===== src/rtl/avalon_master_bridge_if.sv =====
// Command, response and Avalon-MM bus signals of the master bridge.
// The master modport is the bridge's view; the slave modport is the view of
// whatever drives commands and models the bus slave.
interface avalon_master_bridge_if #(
    parameter int ADDRESSWIDTH = 8
);
    logic                    cmd_valid;
    logic                    cmd_ready;
    logic                    cmd_write;
    logic [ADDRESSWIDTH-1:0] cmd_address;
    logic [31:0]             cmd_data;

    logic                    rsp_valid;
    logic [31:0]             rsp_data;
    logic                    rsp_error;
    logic                    busy;

    logic [ADDRESSWIDTH-1:0] avm_address;
    logic                    avm_read;
    logic                    avm_write;
    logic [31:0]             avm_writedata;
    logic                    avm_waitrequest;
    logic [31:0]             avm_readdata;
    logic                    avm_readdatavalid;

    modport master (
        input  cmd_valid, cmd_write, cmd_address, cmd_data,
        input  avm_waitrequest, avm_readdata, avm_readdatavalid,
        output cmd_ready, rsp_valid, rsp_data, rsp_error, busy,
        output avm_address, avm_read, avm_write, avm_writedata
    );

    modport slave (
        output cmd_valid, cmd_write, cmd_address, cmd_data,
        output avm_waitrequest, avm_readdata, avm_readdatavalid,
        input  cmd_ready, rsp_valid, rsp_data, rsp_error, busy,
        input  avm_address, avm_read, avm_write, avm_writedata
    );
endinterface


===== src/rtl/avalon_master_bridge.sv =====
// Avalon-MM master bridge: one single-word read or write in flight at a time,
// one response pulse per command, with a watchdog that aborts stuck transfers.
//
// state  | meaning
// IDLE   | ready for a command
// ISSUE  | strobe on the bus, waiting for waitrequest to drop
// RDWAIT | read accepted by the slave, waiting for readdatavalid
// RESP   | rsp_valid pulse, back to IDLE next cycle
module avalon_master_bridge #(
    parameter int ADDRESSWIDTH = 8,
    parameter int TIMEOUT      = 255
) (
    input logic clk,
    input logic reset,
    avalon_master_bridge_if.master bus
);
    localparam int CW = (TIMEOUT > 0) ? $clog2(TIMEOUT + 1) : 1;
    localparam bit TO_EN = (TIMEOUT > 0);
    // The watchdog fires on the edge that would take the count to TIMEOUT.
    localparam logic [CW-1:0] CNT_LAST = TO_EN ? CW'(TIMEOUT - 1) : '0;
    localparam logic [CW-1:0] CNT_MAX  = TO_EN ? CW'(TIMEOUT) : '1;

    typedef enum logic [1:0] {
        IDLE   = 2'd0,
        ISSUE  = 2'd1,
        RDWAIT = 2'd2,
        RESP   = 2'd3
    } state_t;

    state_t                  state;
    logic                    wr_q;
    logic [ADDRESSWIDTH-1:0] addr_q;
    logic [31:0]             data_q;
    logic [CW-1:0]           cnt;
    logic                    avm_read_q;
    logic                    avm_write_q;
    logic                    rsp_valid_q;
    logic [31:0]             rsp_data_q;
    logic                    rsp_error_q;

    logic [CW-1:0] cnt_inc;
    logic          timeout_hit;

    assign cnt_inc     = (cnt == CNT_MAX) ? cnt : cnt + CW'(1);
    assign timeout_hit = TO_EN && (cnt == CNT_LAST);

    assign bus.cmd_ready     = (state == IDLE);
    assign bus.busy          = (state != IDLE);
    assign bus.avm_address   = addr_q;
    assign bus.avm_writedata = data_q;
    assign bus.avm_read      = avm_read_q;
    assign bus.avm_write     = avm_write_q;
    assign bus.rsp_valid     = rsp_valid_q;
    assign bus.rsp_data      = rsp_data_q;
    assign bus.rsp_error     = rsp_error_q;

    // Transfer sequencing, bus strobes, watchdog and response registers.
    always_ff @(posedge clk or posedge reset) begin
        if (reset) begin
            state       <= IDLE;
            wr_q        <= 1'b0;
            addr_q      <= '0;
            data_q      <= '0;
            cnt         <= '0;
            avm_read_q  <= 1'b0;
            avm_write_q <= 1'b0;
            rsp_valid_q <= 1'b0;
            rsp_data_q  <= '0;
            rsp_error_q <= 1'b0;
        end else begin
            rsp_valid_q <= 1'b0;
            case (state)
                IDLE: begin
                    if (bus.cmd_valid) begin
                        wr_q        <= bus.cmd_write;
                        addr_q      <= bus.cmd_address;
                        data_q      <= bus.cmd_data;
                        cnt         <= '0;
                        avm_read_q  <= !bus.cmd_write;
                        avm_write_q <= bus.cmd_write;
                        state       <= ISSUE;
                    end
                end
                ISSUE: begin
                    cnt <= cnt_inc;
                    // A write finishing on the watchdog edge still counts as done.
                    if (!bus.avm_waitrequest && wr_q) begin
                        avm_write_q <= 1'b0;
                        rsp_valid_q <= 1'b1;
                        rsp_data_q  <= '0;
                        rsp_error_q <= 1'b0;
                        state       <= RESP;
                    end else if (timeout_hit) begin
                        avm_read_q  <= 1'b0;
                        avm_write_q <= 1'b0;
                        rsp_valid_q <= 1'b1;
                        rsp_data_q  <= '0;
                        rsp_error_q <= 1'b1;
                        state       <= RESP;
                    end else if (!bus.avm_waitrequest) begin
                        avm_read_q  <= 1'b0;
                        state       <= RDWAIT;
                    end
                end
                RDWAIT: begin
                    cnt <= cnt_inc;
                    if (bus.avm_readdatavalid) begin
                        rsp_valid_q <= 1'b1;
                        rsp_data_q  <= bus.avm_readdata;
                        rsp_error_q <= 1'b0;
                        state       <= RESP;
                    end else if (timeout_hit) begin
                        rsp_valid_q <= 1'b1;
                        rsp_data_q  <= '0;
                        rsp_error_q <= 1'b1;
                        state       <= RESP;
                    end
                end
                RESP: begin
                    state <= IDLE;
                end
                default: begin
                    state <= IDLE;
                end
            endcase
        end
    end
endmodule


===== src/flat_wrapper.sv =====
// flat-port wrapper written by rule: the top's interface ports become plain ports
module avalon_master_bridge_flat 
#(
    parameter int ADDRESSWIDTH = 8,
    parameter int TIMEOUT      = 255
)
  (clk, reset, bus_cmd_valid, bus_cmd_write, bus_cmd_address, bus_cmd_data, bus_avm_waitrequest, bus_avm_readdata, bus_avm_readdatavalid, bus_cmd_ready, bus_rsp_valid, bus_rsp_data, bus_rsp_error, bus_busy, bus_avm_address, bus_avm_read, bus_avm_write, bus_avm_writedata);
  avalon_master_bridge_if #(.ADDRESSWIDTH(ADDRESSWIDTH)) bus_i ();
  input logic clk;
  input logic reset;
  input wire logic [$bits(bus_i.cmd_valid)-1:0] bus_cmd_valid;
  input wire logic [$bits(bus_i.cmd_write)-1:0] bus_cmd_write;
  input wire logic [$bits(bus_i.cmd_address)-1:0] bus_cmd_address;
  input wire logic [$bits(bus_i.cmd_data)-1:0] bus_cmd_data;
  input wire logic [$bits(bus_i.avm_waitrequest)-1:0] bus_avm_waitrequest;
  input wire logic [$bits(bus_i.avm_readdata)-1:0] bus_avm_readdata;
  input wire logic [$bits(bus_i.avm_readdatavalid)-1:0] bus_avm_readdatavalid;
  output wire logic [$bits(bus_i.cmd_ready)-1:0] bus_cmd_ready;
  output wire logic [$bits(bus_i.rsp_valid)-1:0] bus_rsp_valid;
  output wire logic [$bits(bus_i.rsp_data)-1:0] bus_rsp_data;
  output wire logic [$bits(bus_i.rsp_error)-1:0] bus_rsp_error;
  output wire logic [$bits(bus_i.busy)-1:0] bus_busy;
  output wire logic [$bits(bus_i.avm_address)-1:0] bus_avm_address;
  output wire logic [$bits(bus_i.avm_read)-1:0] bus_avm_read;
  output wire logic [$bits(bus_i.avm_write)-1:0] bus_avm_write;
  output wire logic [$bits(bus_i.avm_writedata)-1:0] bus_avm_writedata;
  assign bus_i.cmd_valid = bus_cmd_valid;
  assign bus_i.cmd_write = bus_cmd_write;
  assign bus_i.cmd_address = bus_cmd_address;
  assign bus_i.cmd_data = bus_cmd_data;
  assign bus_i.avm_waitrequest = bus_avm_waitrequest;
  assign bus_i.avm_readdata = bus_avm_readdata;
  assign bus_i.avm_readdatavalid = bus_avm_readdatavalid;
  assign bus_cmd_ready = bus_i.cmd_ready;
  assign bus_rsp_valid = bus_i.rsp_valid;
  assign bus_rsp_data = bus_i.rsp_data;
  assign bus_rsp_error = bus_i.rsp_error;
  assign bus_busy = bus_i.busy;
  assign bus_avm_address = bus_i.avm_address;
  assign bus_avm_read = bus_i.avm_read;
  assign bus_avm_write = bus_i.avm_write;
  assign bus_avm_writedata = bus_i.avm_writedata;
  avalon_master_bridge #(.ADDRESSWIDTH(ADDRESSWIDTH), .TIMEOUT(TIMEOUT)) u_core (.clk(clk), .reset(reset), .bus(bus_i));
endmodule

===== config.mk =====
export PLATFORM = sky130hd
export DESIGN_NAME = avalon_master_bridge_flat
export DESIGN_NICKNAME = d
export VERILOG_FILES = /design/src/rtl/avalon_master_bridge_if.sv /design/src/rtl/avalon_master_bridge.sv /design/src/flat_wrapper.sv
export SDC_FILE = /design/constraint.sdc
export NUM_CORES = 1
export LEC_CHECK = 0
export CAP_MARGIN = 10
export CORE_MARGIN = 3
export CORE_UTILIZATION = 38
export CTS_CLUSTER_SIZE = 12
export DETAILED_ROUTE_END_ITERATION = 8
export PLACE_DENSITY = 0.79
export SYNTH_ARGS = -nofsm -noshare
export SYNTH_HDL_FRONTEND = slang
export SYNTH_SLANG_ARGS = --single-unit

===== constraint.sdc =====
create_clock -name clk -period 2.5 [get_ports clk]
set_clock_uncertainty 0.2 [all_clocks]
set_input_delay 0.25 -clock clk [delete_from_list [all_inputs] [get_ports clk]]
set_output_delay 0.25 -clock clk [all_outputs]
set_load 0.02 [all_outputs]

# Yosys cells after proc, flatten, opt, wreduce, memory -nomap -nowiden
# Cells that the tools add are included.
# W data, S select, Z words.
[totals]
reg_bits = 87
latchBits = 0
mem_bits_rw = 0
mem_bits_ro = 0
in_bits = 78
out_inout_bits = 78
elab_cells = 68
mem_count = 0
[classes]
n_addsub = 1
n_mul = 0
div = 0
order_cmp = 0
n_eq_ne = 12
shift = 0
mux = 31
bitwise = 0
n_reduce_logical = 14
[op_table]
columns = ["operator", "n"]
rows = [
  ["$mux W32", 3],
  ["$pmux W32 S2", 1],
  ["$eq A8 B8 Y1 const B", 2],
  ["$mux W8", 2],
  ["$pmux W8 S2", 1],
  ["$mux W1", 13],
  ["$mux W2", 6],
  ["$reduce_and A3 Y1", 3],
  ["$add A8 B1 Y8 const B", 1],
  ["$pmux W1 S2", 4],
  ["$pmux W2 S4", 1],
  ["$reduce_bool A2 Y1", 4],
  ["$ne A2 B2 Y1 const B", 3],
  ["$ne A3 B2 Y1 const B", 2],
  ["$eq A2 B2 Y1 const B", 2],
  ["$ne A4 B2 Y1 const B", 1],
  ["$reduce_and A4 Y1", 1],
  ["$ne A3 B1 Y1 const B", 1],
  ["$eq A2 B1 Y1 const B", 1],
  ["$logic_not A1 Y1", 2],
  ["$logic_not A2 Y1", 1],
  ["$reduce_and A2 Y1", 1],
  ["$reduce_or A2 Y1", 1],
  ["$logic_and A1 B1 Y1", 1],
]

# Logic depth before layout (Yosys ltp)
[logic_depth]
depth_word = 4
mapped_depth = 7
ltp_nobuf = 6

# Worst setup path after synthesis
# OpenSTA, ideal clock, no wires.
[synth_timing]
kind = "register to register"
start = "reg u_core.state[0]"
end = "reg u_core.cnt[6]"
setup_ns = 0.133
t_arrival_ns = 1.612
required_time_ns = 2.167
setup_slack_ns = 0.555
path_stages_with_launch = 7
path_buffers = 0
synth_period_minus_slack_ns = 1.945
path_cell_list = "dfrtp_1 -> inv_1 -> ha_1 -> mux2_4 -> and4_4 -> a31oi_1 -> a311oi_1"
[synth_via]
word_cells_on_any_way = 9
classes_between = "eq/ne (4); mux (1); reduce/logical (4)"
[synth_lines]
columns = ["element", "line", "rtl"]
rows = [
  ["start: declaration", "avalon_master_bridge.sv:30", "state_t state;"],
  ["start signal: assignment", "avalon_master_bridge.sv:60", "state <= IDLE;"],
  ["start signal: assignment", "avalon_master_bridge.sv:81", "state <= ISSUE;"],
  ["start signal: assignment", "avalon_master_bridge.sv:92", "state <= RESP;"],
  ["$logic_not A2 Y1 *", "--", ""],
  ["named net bus_cmd_ready", "flat_wrapper.sv:18", "output wire logic [$bits(bus_i.cmd_ready)-1:0] bus_cmd_ready;"],
  ["$ne A2 B2 Y1 (no line) or $reduce_bool A2 Y1 (tied branches)", "--", ""],
  ["$reduce_and A3 Y1 (no line)", "--", ""],
  ["end signal: assignment", "avalon_master_bridge.sv:85", "cnt <= cnt_inc;"],
  ["end signal: assignment", "avalon_master_bridge.sv:106", "cnt <= cnt_inc;"],
  ["end: declaration", "avalon_master_bridge.sv:34", "logic [CW-1:0] cnt;"],
]
# Mark *: on every way through the listed nets, which the timed path passes. The rest lies on a longest branch.
# A chain may end at the register's enable or synchronous reset.

# Worst setup path in the final report
[layout_timing]
start = "reg u_core.state[0]"
end = "out bus_busy"
[layout_via]
elab_chain_cells = 1
[layout_lines]
columns = ["element", "line", "rtl"]
rows = [
  ["$reduce_bool A2 Y1", "avalon_master_bridge.sv:48", "assign bus.busy = (state != IDLE);"],
  ["end: declaration", "flat_wrapper.sv:22", "output wire logic [$bits(bus_i.busy)-1:0] bus_busy;"],
]
# Every way passes these cells.

==> reports/metrics.yaml <==
layout:
  drive_gt1_share_pct: 16.5
  final_area_mm2: 0.00540
  final_cell_mix: "155 x clkdlybuf4s50_1, 87 x dfrtp_1, 41 x mux2_2, 32 x a22o_1"
  fin_cells: 520
  fillers: 717
  diodes: 0
  fin_nets: 491
  syn2layout_area_growth_pct: 53.0
  final_common_cell: "clkdlybuf4s50_1"
logic_synthesis:
  synth_nets: 332
  synth_area_per_cell_um2: 14.2
  synth_compound_area_share_pct: 13.9
  synth_xor_area_share_pct: 0.496
  postSynth.asyncResetShare_pct: 100
  yosysTopAreaCellShare_pct: 61.6
  synthAdderAreaFrac_pct: 2.13
  synthTopCellsByArea: "dfrtp_1 62%, mux2_2 13%, a22o_1 7.9%, ha_1 2.1%, inv_1 1.1%"
  netlist_area_mm2: 0.00353
  synth_flop_cell: "dfrtp_1"
  yosysUniqueCellTypes: 42
  ys_ff_latch: 87
  synthMuxAreaShare_pct: 13.8
  synthSimpleGateAreaFrac_pct: 4.92
  synth_edf_count: 0
  synthCells: 248
  synth_top_family_by_area: "compound AO/OA/AOI/OAI gates"
  synth-seq-area-share_pct: 61.6
  yosys.area.top_type: "dfrtp_1"
  ys.warnings.count: 0
place:
  portBuffers: 155
  place_area_mm2: 0.00523
  place.detailed.hpwl_um: 6480
  placed_cells: 504
  place_congestion: 0.754
  dpl_worst_slack_ps: 346
routing:
  via_per_inst: 5.09
  detail-route-antenna-nets: 0
  wirelength_um: 8860
  drc: 0
  drt-initial-drc-count: 30
  drt_pass1_iterations: 4
  wl_per_cell_um: 17.0
  vias: 2649
clock_network:
  numCtsBuffers: 9
  clkSinkCount: 87
  post-cts-setup-buffers: 0
  clkLatencyLatePin_ps: 350
  cts_buffer_depth: 2
  cts_hold_buf: 0
  cts_tree: "built"
  clock-root-buffer: "clkbuf_8"
  cts_resized: 0
  path_clk_slew_ps: 100
  htreeDepth: 3
sta:
  setup_violations: 0
  rsz0062_at_grt: "false"
  slew_violations: 0
  worst_slew_pin_slew_ps: 481
  finalHoldViolCount: 0
  fin_crit_sh_pct: 94.4
  fmax_ghz: 0.424
  fin_tns_setup_ps: 0
  fin_crit_ps: 2360
  slew_headroom_pct: 67.8
  fin_ws_ps: 141
  holdWs_ps: 69.6
setup_path:
  cp_max_fo: 6
  crit_required_ps: 2050
  crit_top_cell: "inv_1"
  cpMaxStageDelayCell: "clkdlybuf4s50_1"
  cp.arrival_ps: 1910
  crit_path_cell_trace: "inv_1 -> ha_1 -> inv_1 -> clkdlybuf4s50_1"
  critPathMaxStageDelay_ps: 640
  worst-path-buf-inv: 3
  cpLargestDelayFamily: "buffers and inverters"
  end_kind: "output pin"
  critPathLaunchType: "flip-flop"
  crit_type: "reg2out"
global_route:
  first_global_vias: 2738
  grt_pass1_wl_um: 13400
  grt_max_degree: 40
  antenna_found_initial: 0
  grtUsageTotal_pct: 16.7
  grt_overflow_total: 0
floorplan:
  start_util_pct: 39.7
  dieArea_mm2: 0.0105
  die_h_um: 102
  rows: 34
  io_pins: 156
  core-area_mm2: 0.00889
  die_x_um: 102
run:
  cap_viol_max_count: 0
power:
  p_per_area_mw_per_mm2: 1320
  ir_worst_vdd_v: 0.000633
  p_leak_nw: 2.39
outcome:
  status: "completed"
min_path:
  hold_class: "in2async"
## routing by layer
metal	track usage (%)	share of wire (%)	up-vias	wire length, um
met5	0	0	-	0
met4	6.36	1.3	0	115
met3	7.10	11	10	951
met2	27.0	47	117	4200
met1	19.7	41	1292	3600
li1	-	-	1230	-
## worst register-to-register path, stage by stage, from the launching register on
cell and delay, ps:
dfrtp_1 400, inv_1 90, ha_1 520, mux2_4 280, and4_4 250, a31oi_1 90
a311oi_1 200
## final timing paths
| kind | start | to | slack, ps | cells after the start |
|---|---|---|---|---|
| max in group asynchronous | reset | u_core.bus.rsp_data[25] | 1460 | 3 |
| max reg2reg | u_core.state[1] | u_core.cnt[6] | 370 | 6 |
| max | u_core.state[0] | bus_busy | 140 | 4 |
| min reg2reg | u_core.wr_q | u_core.wr_q | 280 | 1 |
| min in group clk | u_core.wr_q | u_core.wr_q | 280 | 1 |
| min | reset | u_core.bus.avm_writedata[13] | 70 | 2 |
## registers in the layout, summed over array words and instances, names as in the netlist
name	count
u_core.bus.avm_address	8
u_core.bus.avm_read	1
u_core.bus.avm_write	1
u_core.bus.avm_writedata	32
u_core.bus.rsp_data	32
u_core.bus.rsp_error	1
u_core.bus.rsp_valid	1
u_core.cnt	8
u_core.state	2
u_core.wr_q	1
## stage by stage
step | power [mW] | util (%)
floorplan | 4.54 | -
global placement | 6.16 | 58.8
detailed placement | 6.27 | 58.8
CTS | 7.22 | 60.8
global route | 7.55 | 60.8
finish | 7.11 | 60.8
## power by group
part	internal [mW]	total [mW]	leakage, nW	switching [mW]
Clock	0.374	0.897	0.0839	0.523
Sequential	2.08	2.46	1.09	0.379
Combinational	1.94	3.75	1.22	1.81
## logic make-up (layout without fill, tap and decap cells)
kind of cell / after synthesis / in the layout
adders and majority gates: 6 / 6
buffers and inverters: 22 / 186
AOI/OAI and AO/OA: 61 / 61
muxes: 43 / 43
and+or+nand+nor: 27 / 27
DFF: 87 / 87
xor gates and xnor gates: 2 / 2
## cell type report
class | instances | area (um^2) | share of cell area [%]
inverters | 10 | 41.3 | 0.764
well taps | 108 | 135 | 2.50
flip-flops and latches | 87 | 2180 | 40.3
clock buffers | 10 | 128 | 2.36
clock inverters | 6 | 50.0 | 0.926
multi-input cells | 139 | 1240 | 23.0
repair buffers | 160 | 1630 | 30.1
## cells in the mapped netlist, types with 2 or more instances
master	number
o2bb2ai_1	2
inv_1	10
a22o_1	32
nand2_1	9
o21ai_0	6
a21oi_1	5
mux2_2	41
buf_6	3
and3_1	3
nor2_1	4
ha_1	6
o2111ai_1	2
dfrtp_1	87
clkbuf_1	3
nand2b_1	2
buf_2	6
a31oi_1	2
Note: power is estimated with default switching activity, not from simulation.
